$ cat config.mk
export PLATFORM = sky130hd
export DESIGN_NAME = ivl_uvm_ovl_fire_collector
export DESIGN_NICKNAME = d
export VERILOG_FILES = /design/src/rtl/ivl_uvm_ovl_fire_pkg.sv /design/src/rtl/ivl_uvm_ovl_fire_fifo.sv /design/src/rtl/ivl_uvm_ovl_fire_collector.sv
export SDC_FILE = /design/constraint.sdc
export NUM_CORES = 1
export LEC_CHECK = 0
export CAP_MARGIN = 20
export CORE_ASPECT_RATIO = 1.4
export CORE_UTILIZATION = 55
export DETAILED_ROUTE_END_ITERATION = 16
export GPL_TIMING_DRIVEN = 0
export PLACE_DENSITY_LB_ADDON = 0.1
export SLEW_MARGIN = 20
export SYNTH_ARGS = -nofsm -noshare
export SYNTH_HDL_FRONTEND = slang
export SYNTH_HIERARCHICAL = 1
export SYNTH_SLANG_ARGS = --single-unit
$ cat constraint.sdc
create_clock -name clock -period 6.4 [get_ports clock]
set_input_delay 0.64 -clock clock [delete_from_list [all_inputs] [get_ports clock]]
set_output_delay 0.64 -clock clock [all_outputs]
set_load 0.02 [all_outputs]
$ cat src/rtl/ivl_uvm_ovl_fire_pkg.sv
// -----------------------------------------------------------------------------
// ivl_uvm_ovl_fire_pkg
// Shared definitions for the OVL fire collector.
//   - Bit positions inside each checker's 3-bit fire field.
//   - sat_inc(): saturating increment, usable for any counter width < 32.
//   - Event record layout: {time, xfail mask, fail mask}, with fail in the
//     least significant NUM_CHK bits.
// -----------------------------------------------------------------------------
package ivl_uvm_ovl_fire_pkg;

  // Bit positions within one checker's fire field.
  localparam int FIRE_2STATE = 0;
  localparam int FIRE_XCHECK = 1;
  localparam int FIRE_COVER  = 2;
  localparam int FIRE_BITS   = 3;

  // Event record field order, counted from the LSB in units of fields:
  // fail mask first, then xfail mask, then timestamp.
  localparam int EVT_FIELD_FAIL  = 0;
  localparam int EVT_FIELD_XFAIL = 1;
  localparam int EVT_FIELD_TIME  = 2;

  // Returns val+1, or holds at 2^width-1. Callers cast the result back to
  // their own counter width.
  function automatic logic [31:0] sat_inc(input logic [31:0] val,
                                          input int unsigned width);
    logic [31:0] max_val;
    max_val = (32'd1 << width) - 32'd1;
    return (val >= max_val) ? max_val : val + 32'd1;
  endfunction

endpackage

$ cat src/rtl/ivl_uvm_ovl_fire_fifo.sv
// -----------------------------------------------------------------------------
// ivl_uvm_ovl_fire_fifo
// Generic synchronous FIFO with a valid/ready read side.
//   clock, reset   : clock, synchronous active-high reset
//   i_push, i_data : write request and data (accepted when not full, or when
//                    full and a pop happens in the same cycle)
//   o_full         : all DEPTH entries occupied
//   o_valid,o_data : head entry; o_data reads 0 while empty
//   i_ready        : consumer accepts the head (pop when o_valid & i_ready)
// DEPTH must be a power of two, at least 2.
// -----------------------------------------------------------------------------
module ivl_uvm_ovl_fire_fifo #(
  parameter int WIDTH = 8,
  parameter int DEPTH = 8
) (
  input  logic             clock,
  input  logic             reset,
  input  logic             i_push,
  input  logic [WIDTH-1:0] i_data,
  output logic             o_full,
  output logic             o_valid,
  input  logic             i_ready,
  output logic [WIDTH-1:0] o_data
);

  localparam int AW = $clog2(DEPTH);

  // Pointers carry one extra MSB so full and empty are distinguishable.
  logic [AW:0]      r_wr_ptr;
  logic [AW:0]      r_rd_ptr;
  logic [WIDTH-1:0] r_mem [DEPTH];

  logic w_empty;
  logic w_full;
  logic w_pop;
  logic w_wr;

  assign w_empty = (r_wr_ptr == r_rd_ptr);
  assign w_full  = (r_wr_ptr[AW] != r_rd_ptr[AW]) &&
                   (r_wr_ptr[AW-1:0] == r_rd_ptr[AW-1:0]);
  assign w_pop   = !w_empty && i_ready;
  // A pop in the same cycle frees the slot, so a full FIFO still accepts.
  assign w_wr    = i_push && (!w_full || w_pop);

  assign o_full  = w_full;
  assign o_valid = !w_empty;
  assign o_data  = w_empty ? '0 : r_mem[r_rd_ptr[AW-1:0]];

  // NOTE: sequential state uses non-blocking assignments so every register
  // samples pre-edge values, independent of block evaluation order.
  always_ff @(posedge clock) begin
    if (reset) begin
      r_wr_ptr <= '0;
      r_rd_ptr <= '0;
    end else begin
      if (w_wr)  r_wr_ptr <= r_wr_ptr + 1'b1;
      if (w_pop) r_rd_ptr <= r_rd_ptr + 1'b1;
    end
  end

  // NOTE: storage is deliberately not reset; the pointers define which
  // entries are live and the output is masked while empty.
  always_ff @(posedge clock) begin
    if (w_wr) r_mem[r_wr_ptr[AW-1:0]] <= i_data;
  end

endmodule

$ cat src/rtl/ivl_uvm_ovl_fire_collector.sv
// -----------------------------------------------------------------------------
// ivl_uvm_ovl_fire_collector
// Collects OVL checker fire outputs into timestamped events, per-checker
// saturating failure counters and sticky summary flags.
//   clock, reset         : clock, synchronous active-high reset
//   enable               : 0 ignores fire_in (timestamp keeps running)
//   fire_in[3k+2:3k]     : checker k {cover, xcheck fail, 2-state fail}
//   clear                : zeroes counters and sticky flags (not the FIFO)
//   evt_valid/evt_ready  : event FIFO head handshake
//   evt_time/fail/xfail  : head event fields (0 while empty)
//   fail_cnt             : checker k count at [k*CNT_W +: CNT_W]
//   drop_cnt, overflow   : events lost to a full FIFO
//   any_fail             : any qualified hit since reset/clear
// Build option: define IVL_UVM_OVL_FIRE_EDGE_EN to count only rising edges of
// (fail | xfail) per checker instead of every active cycle.
// -----------------------------------------------------------------------------
module ivl_uvm_ovl_fire_collector
  import ivl_uvm_ovl_fire_pkg::*;
#(
  parameter int NUM_CHK    = 4,
  parameter int FIFO_DEPTH = 8,
  parameter int CNT_W      = 8,
  parameter int TS_W       = 16
) (
  input  logic                     clock,
  input  logic                     reset,
  input  logic                     enable,
  input  logic [3*NUM_CHK-1:0]     fire_in,
  input  logic                     clear,
  output logic                     evt_valid,
  input  logic                     evt_ready,
  output logic [TS_W-1:0]          evt_time,
  output logic [NUM_CHK-1:0]       evt_fail,
  output logic [NUM_CHK-1:0]       evt_xfail,
  output logic [NUM_CHK*CNT_W-1:0] fail_cnt,
  output logic [CNT_W-1:0]         drop_cnt,
  output logic                     any_fail,
  output logic                     overflow
);

  localparam int EVT_W = TS_W + 2 * NUM_CHK;

  logic [TS_W-1:0]    r_ts;
  logic [CNT_W-1:0]   r_fail_cnt [NUM_CHK];
  logic [CNT_W-1:0]   r_drop_cnt;
  logic               r_any_fail;
  logic               r_overflow;

  logic [NUM_CHK-1:0] w_lvl;
  logic [NUM_CHK-1:0] w_fail_bit;
  logic [NUM_CHK-1:0] w_xfail_bit;
  logic [NUM_CHK-1:0] w_cover_bit;
  logic [NUM_CHK-1:0] w_hit;
  logic               w_hit_any;
  logic               w_fifo_full;
  logic               w_pop;
  logic               w_drop;
  logic [EVT_W-1:0]   w_evt_in;
  logic [EVT_W-1:0]   w_evt_out;
  logic               w_unused_cover;

  for (genvar k = 0; k < NUM_CHK; k++) begin : g_split
    assign w_fail_bit[k]  = fire_in[FIRE_BITS*k + FIRE_2STATE];
    assign w_xfail_bit[k] = fire_in[FIRE_BITS*k + FIRE_XCHECK];
    assign w_cover_bit[k] = fire_in[FIRE_BITS*k + FIRE_COVER];
    assign w_lvl[k]       = w_fail_bit[k] | w_xfail_bit[k];
  end

  // Cover bits carry no failure information.
  assign w_unused_cover = |w_cover_bit;

`ifdef IVL_UVM_OVL_FIRE_EDGE_EN
  logic [NUM_CHK-1:0] r_prev_lvl;

  // Previous level tracks the raw inputs regardless of enable, so a fire
  // already high when enable rises does not count as a new edge.
  always_ff @(posedge clock) begin
    if (reset) r_prev_lvl <= '0;
    else       r_prev_lvl <= w_lvl;
  end

  assign w_hit = {NUM_CHK{enable}} & w_lvl & ~r_prev_lvl;
`else
  assign w_hit = {NUM_CHK{enable}} & w_lvl;
`endif

  assign w_hit_any = |w_hit;
  assign w_pop     = evt_valid & evt_ready;
  assign w_drop    = w_hit_any & w_fifo_full & ~w_pop;

  // Masks only report checkers that produced a qualified hit this cycle.
  assign w_evt_in  = {r_ts, w_hit & w_xfail_bit, w_hit & w_fail_bit};

  ivl_uvm_ovl_fire_fifo #(
    .WIDTH (EVT_W),
    .DEPTH (FIFO_DEPTH)
  ) u_fifo (
    .clock   (clock),
    .reset   (reset),
    .i_push  (w_hit_any),
    .i_data  (w_evt_in),
    .o_full  (w_fifo_full),
    .o_valid (evt_valid),
    .i_ready (evt_ready),
    .o_data  (w_evt_out)
  );

  assign evt_fail  = w_evt_out[EVT_FIELD_FAIL*NUM_CHK  +: NUM_CHK];
  assign evt_xfail = w_evt_out[EVT_FIELD_XFAIL*NUM_CHK +: NUM_CHK];
  assign evt_time  = w_evt_out[EVT_FIELD_TIME*NUM_CHK  +: TS_W];

  // Free-running timestamp; wraps silently.
  always_ff @(posedge clock) begin
    if (reset) r_ts <= '0;
    else       r_ts <= r_ts + 1'b1;
  end

  // A hit coinciding with clear counts from zero.
  for (genvar k = 0; k < NUM_CHK; k++) begin : g_cnt
    always_ff @(posedge clock) begin
      if (reset)
        r_fail_cnt[k] <= '0;
      else if (w_hit[k])
        r_fail_cnt[k] <= CNT_W'(sat_inc(clear ? 32'd0 : 32'(r_fail_cnt[k]), CNT_W));
      else if (clear)
        r_fail_cnt[k] <= '0;
    end
    assign fail_cnt[k*CNT_W +: CNT_W] = r_fail_cnt[k];
  end

  always_ff @(posedge clock) begin
    if (reset)
      r_drop_cnt <= '0;
    else if (w_drop)
      r_drop_cnt <= CNT_W'(sat_inc(clear ? 32'd0 : 32'(r_drop_cnt), CNT_W));
    else if (clear)
      r_drop_cnt <= '0;
  end

  always_ff @(posedge clock) begin
    if (reset) begin
      r_any_fail <= 1'b0;
      r_overflow <= 1'b0;
    end else begin
      r_any_fail <= (r_any_fail & ~clear) | w_hit_any;
      r_overflow <= (r_overflow & ~clear) | w_drop;
    end
  end

  assign drop_cnt = r_drop_cnt;
  assign any_fail = r_any_fail;
  assign overflow = r_overflow;

endmodule

# --- Word level (Yosys, flattened, before mapping) ---
# Memory sizes are Yosys's and may differ from the RTL's. A register that Yosys moved wholly into a read port is not among the register bits.
# Index checks and enable logic that the tools add are counted.
classes:
  n_bitwise: 24
  muxes: 52
  n_addsub: 8
  n_lt_le_gt_ge: 5
  n_eq_ne: 3
  reduce_logical: 8
ops:
  columns: ["cell", "count"]
  rows:
  - ["$mux W8", 20]
  - ["$add A8 B1 Y8 const B", 5]
  - ["$ge A8 B8 Y1 const B", 5]
  - ["$mux W1", 29]
  - ["$mux W24", 1]
  - ["$add A16 B1 Y16 const B", 1]
  - ["$or A1 B1 Y1", 14]
  - ["$and A4 B4 Y4", 3]
  - ["$add A4 B1 Y4 const B", 2]
  - ["$mux W3", 2]
  - ["$and A1 B1 Y1", 5]
  - ["$eq A4 B4 Y1", 1]
  - ["$reduce_or A4 Y1", 1]
  - ["$eq A3 B3 Y1", 1]
  - ["$logic_and A1 B1 Y1", 3]
  - ["$logic_not A1 Y1", 2]
  - ["$not A1 Y1", 2]
  - ["$reduce_bool A2 Y1", 1]
  - ["$logic_or A1 B1 Y1", 1]
  - ["$ne A1 B1 Y1", 1]
word_totals:
  mem_bits_rw: 224
  n_memories: 2
  output_inout_bits: 67
  input_bits: 17
  ff_bits: 34
memory_table:
  columns: ["name", "words", "width", "rd", "rd_ports_with_merged_regs", "write_ports", "line_no", "rtl"]
  rows:
  - ["u_fifo.r_mem", 8, 24, 1, 1, 1, "ivl_uvm_ovl_fire_fifo.sv:31", "logic [WIDTH-1:0] r_mem [DEPTH];"]
  - ["r_fail_cnt", 4, 8, 4, 0, 4, "ivl_uvm_ovl_fire_collector.sv:44", "logic [CNT_W-1:0] r_fail_cnt [NUM_CHK];"]

# --- Logic depth before layout (Yosys ltp) ---
depth:
  ltp_word: 7
  mapped_depth: 10
  ltp_nobuf: 7

# --- By module ---
# The synthesis kept the hierarchy.
modules_own_cells:
  columns: ["module", "cells_per_inst", "seq_area_each_um2", "area_per_inst_um2", "instances"]
  rows:
  - ["ivl_uvm_ovl_fire_fifo", 376, 5985.7, 7970.1, 1]
  - ["ivl_uvm_ovl_fire_collector", 316, 1481.4, 3094.2, 1]

# --- Least setup slack after synthesis ---
# No wires, ideal clock.
synth_timing:
  path_type: "input to register"
  startpoint: "input port fire_in[1]"
  endpoint: "memory u_fifo/r_mem[0][0] (netlist bit), enable pin"
  path_stages: 5
  setup_slack_ps: 2372
  n_path_buf: 0
  arrival_ps: 3561
  required_time_ps: 5934
  setup_time_ps: 466
  path_cell_list: "or4_4 -> or2_1 -> and2_1 -> o21ai_0 -> nor4_1"
synth_via:
  elab_chain_len: 6
synth_lines:
  columns: ["element", "line_no", "rtl"]
  rows:
  - ["start, declared", "ivl_uvm_ovl_fire_collector.sv:28", "input logic [3*NUM_CHK-1:0] fire_in,"]
  - ["$or A1 B1 Y1", "ivl_uvm_ovl_fire_collector.sv:66", "assign w_lvl[k] = w_fail_bit[k] | w_xfail_bit[k];"]
  - ["$and A4 B4 Y4", "ivl_uvm_ovl_fire_collector.sv:84", "assign w_hit = {NUM_CHK{enable}} & w_lvl;"]
  - ["$reduce_or A4 Y1", "ivl_uvm_ovl_fire_collector.sv:87", "assign w_hit_any = |w_hit;"]
  - ["via w_hit_any", "ivl_uvm_ovl_fire_collector.sv:54", "logic w_hit_any;"]
  - ["$logic_and A1 B1 Y1", "ivl_uvm_ovl_fire_fifo.sv:43", "assign w_wr = i_push && (!w_full || w_pop);"]
  - ["$mux W1", "ivl_uvm_ovl_fire_fifo.sv:64", "if (w_wr) r_mem[r_wr_ptr[AW-1:0]] <= i_data;"]
  - ["$mux W1 (not written as such)", "ivl_uvm_ovl_fire_fifo.sv:64", null]
  - ["end, declared", "ivl_uvm_ovl_fire_fifo.sv:31", null]
# The timed path passes the listed nets, and every way through them passes these cells.

==> metrics.cfg <==
[sta]
tightest_slew_ps = 913
timing.final.crit_share = 0.568
fmax_mhz = 275
finalCriticalPeriod_ps = 3630
setup_viol = 0
finClkSkew_ps = 14.1
grt_setup_unrepaired = false
timing.final.max_slew_violations = 0
hold_viol_final = 0
max_slew_margin = 0.391

[detailed_routing]
drtIter0Drc = 507
num_vias = 6530
via_per_inst = 6.01
routed_wl_mm = 23.8
firstDrtPassIters = 11
drc_errors = 2
post_drt_wl_per_cell_um = 21.9
ant_nets = 0

[min_path]
min_path_type = reg -> reg

[final_layout]
utilization = 0.670
seqCellArea_um2 = 7470
fin_nets = 841
drive_gt1_frac = 0.184
fin_area_um2 = 13300
stdcell_count = 1087
fill_cells = 1356
multi_input_area_um2 = 3460
syn_to_final_growth_pct = 19.8
diodes = 0

[critical_path]
cp.required_ps = 5760
crit_path_end_kind = output port
path_max_fanout = 10
cp-start-kind = flop
arrival_ps = 2990
path_class = reg -> out

[synth]
synthesis.nets = 716
synth_cell_types = 67
yosys_warnings = 6
syn-cell-area_um2 = 11100
synth-seq-area-share = 0.675
avgSynthCellArea_um2 = 16.0
async_reset_ff_frac = 0
synth-edff-count = 224
ys_ff_latch = 261
netlist_instances = 692
synth-main-ff-cell = edfxtp_1

[clocking]
cts_setup_buffers = 0
clockRootBuffer = clkbuf_16
cts_made_buffers = 24
clock_insertion_delay_worst_skew_ps = 510
cts_tree = done
clk_pin_slew_ps = 60
clk_path_buf_depth = 3
htreeDepth = 1
cts-resized-gates = 0
clock-sinks = 261
ctsHoldBuffers = 0

[global_routing]
grt_pass1_wl_mm = 37.4
track_usage = 0.240
grt_max_degree = 22
grt_antenna_before_repair = 0
grt_overflow = 0
grt_pass1_vias = 6893

[placement]
port_buffers = 79
gp_congestion = 0.817
dpl_cell_area_um2 = 12400
hpwl_mm = 16.5
place_inst = 1043

[run_status]
violations = DRC
outcome = complete, but fails checks

[floorplan]
design.core.area_um2 = 19800
rows = 61
dieArea_um2 = 20700
die_w_um = 122
ios = 84
die_y_um = 170
initial_core_util = 0.560

[run]
drv_cap = 0

[power_and_ir_drop]
powerDensity_nw_per_um2 = 304
vdd_drop_max_uv = 201
p_leak_uw = 0.00432

[metrics by stage]
stage                     power, uW  setup TNS (ps)  worst slack, ps  hold slack, ps
after floorplan                2360               0             2370             494
final                          4020               0             2770             536
after global routing           4150               0             2630             570
after detailed placement       2610               0             2700             516
after CTS                      4060               0             2700             542
after global placement         2590          -15780             -660             485
[synth_stat cells (5+ instances only)]
library cell / number / area, um^2
nor3_1: 18 / 90.1
clkbuf_1: 14 / 52.6
nand3_1: 18 / 90.1
xor2_1: 8 / 70.1
and4_1: 6 / 52.6
a211oi_1: 5 / 37.5
o21ai_0: 10 / 50.1
or3_1: 5 / 31.3
a21oi_1: 29 / 145
nor4_1: 7 / 43.8
nand4_1: 7 / 43.8
inv_1: 10 / 37.5
nand2b_1: 5 / 31.3
mux2i_1: 27 / 270
mux4_2: 48 / 1080
buf_2: 7 / 35.0
and2_1: 10 / 62.6
nor2_1: 53 / 199
nor2b_1: 18 / 113
xnor2_1: 22 / 193
edfxtp_1: 224 / 6730
ha_1: 7 / 87.6
nand2_1: 30 / 113
dfxtp_1: 37 / 741
[layout make-up]
class,count,area share
Clock buffer,33,0.0565
Sequential cell,261,0.564
Inverter,11,0.00312
Buffer,28,0.0107
Clock inverter,11,0.00623
Timing Repair Buffer,99,0.0748
Multi-Input combinational cell,392,0.261
Tap cell,252,0.0238
[layout by cell type (no fill, tap or decap), drive strengths merged, types with 10 or more instances in the layout]
| cell type | n |
|---|---|
| mux4 | 48 |
| xnor2 | 22 |
| nor2b | 18 |
| a21oi | 30 |
| nand2 | 30 |
| xor2 | 12 |
| clkinv | 10 |
| inv | 11 |
| nand3 | 18 |
| clkdlybuf4s50 | 79 |
| nor3 | 19 |
| mux2i | 27 |
| and2 | 10 |
| o21ai | 13 |
| buf | 33 |
| nor2 | 53 |
| edfxtp | 224 |
| dfxtp | 37 |
| clkbuf | 48 |
[kinds of logic (layout without fill, tap and decap cells)]
group / count (synthesis) / count (layout) / share of synthesized area
XOR/XNOR: 34 / 34 / 0.0306
buffers and inverters: 39 / 182 / 0.0165
AO/OA/AOI/OAI: 74 / 74 / 0.0476
multiplexers: 79 / 79 / 0.127
adder cells (fa/ha/maj): 7 / 7 / 0.00792
flip-flops: 261 / 261 / 0.675
AND/OR/NAND/NOR: 198 / 198 / 0.0956
[final timing paths]
check | startpoint | to | slack, ps | cells after the start
min | overflow | overflow | 540 | 2
max | flop | evt_xfail[2] | 2770 | 6
min reg2reg | overflow | overflow | 540 | 2
max reg2reg | u_fifo/r_wr_ptr[1] | drop_cnt[3] | 3340 | 10
[worst max-delay path: stages, from the launching register on]
cell	delay, ps
dfxtp_1	360
clkbuf_1	510
buf_2	440
mux4_2	360
mux2i_1	180
nor2_1	80
clkdlybuf4s50_1	550
[report_power, final]
part           total, uW  leakage (uW)  internal [uW]  switching (uW)
Sequential          1920       0.00246           1890            32.7
Combinational        647       0.00145            304             343
Clock               1460      0.000421            859             599
[per-layer routing]
layer	share of wire	vias to the layer above	track usage	wire [um]
met5	0	-	0	0
met4	0.036	0	0.0929	846
met3	0.042	62	0.0305	996
met2	0.54	225	0.441	12800
met1	0.38	3294	0.283	9150
li1	-	2949	-	-
[sequential cells by signal, indices dropped and copies added, names as in the netlist, named ones only]
signal / count
u_fifo/r_mem: 192
u_fifo/r_rd_ptr: 4
any_fail: 1
u_fifo/r_wr_ptr: 4
r_fail_cnt: 32
r_ts: 16
drop_cnt: 8
overflow: 1
No activity file was read; power rests on OpenSTA's default activity.
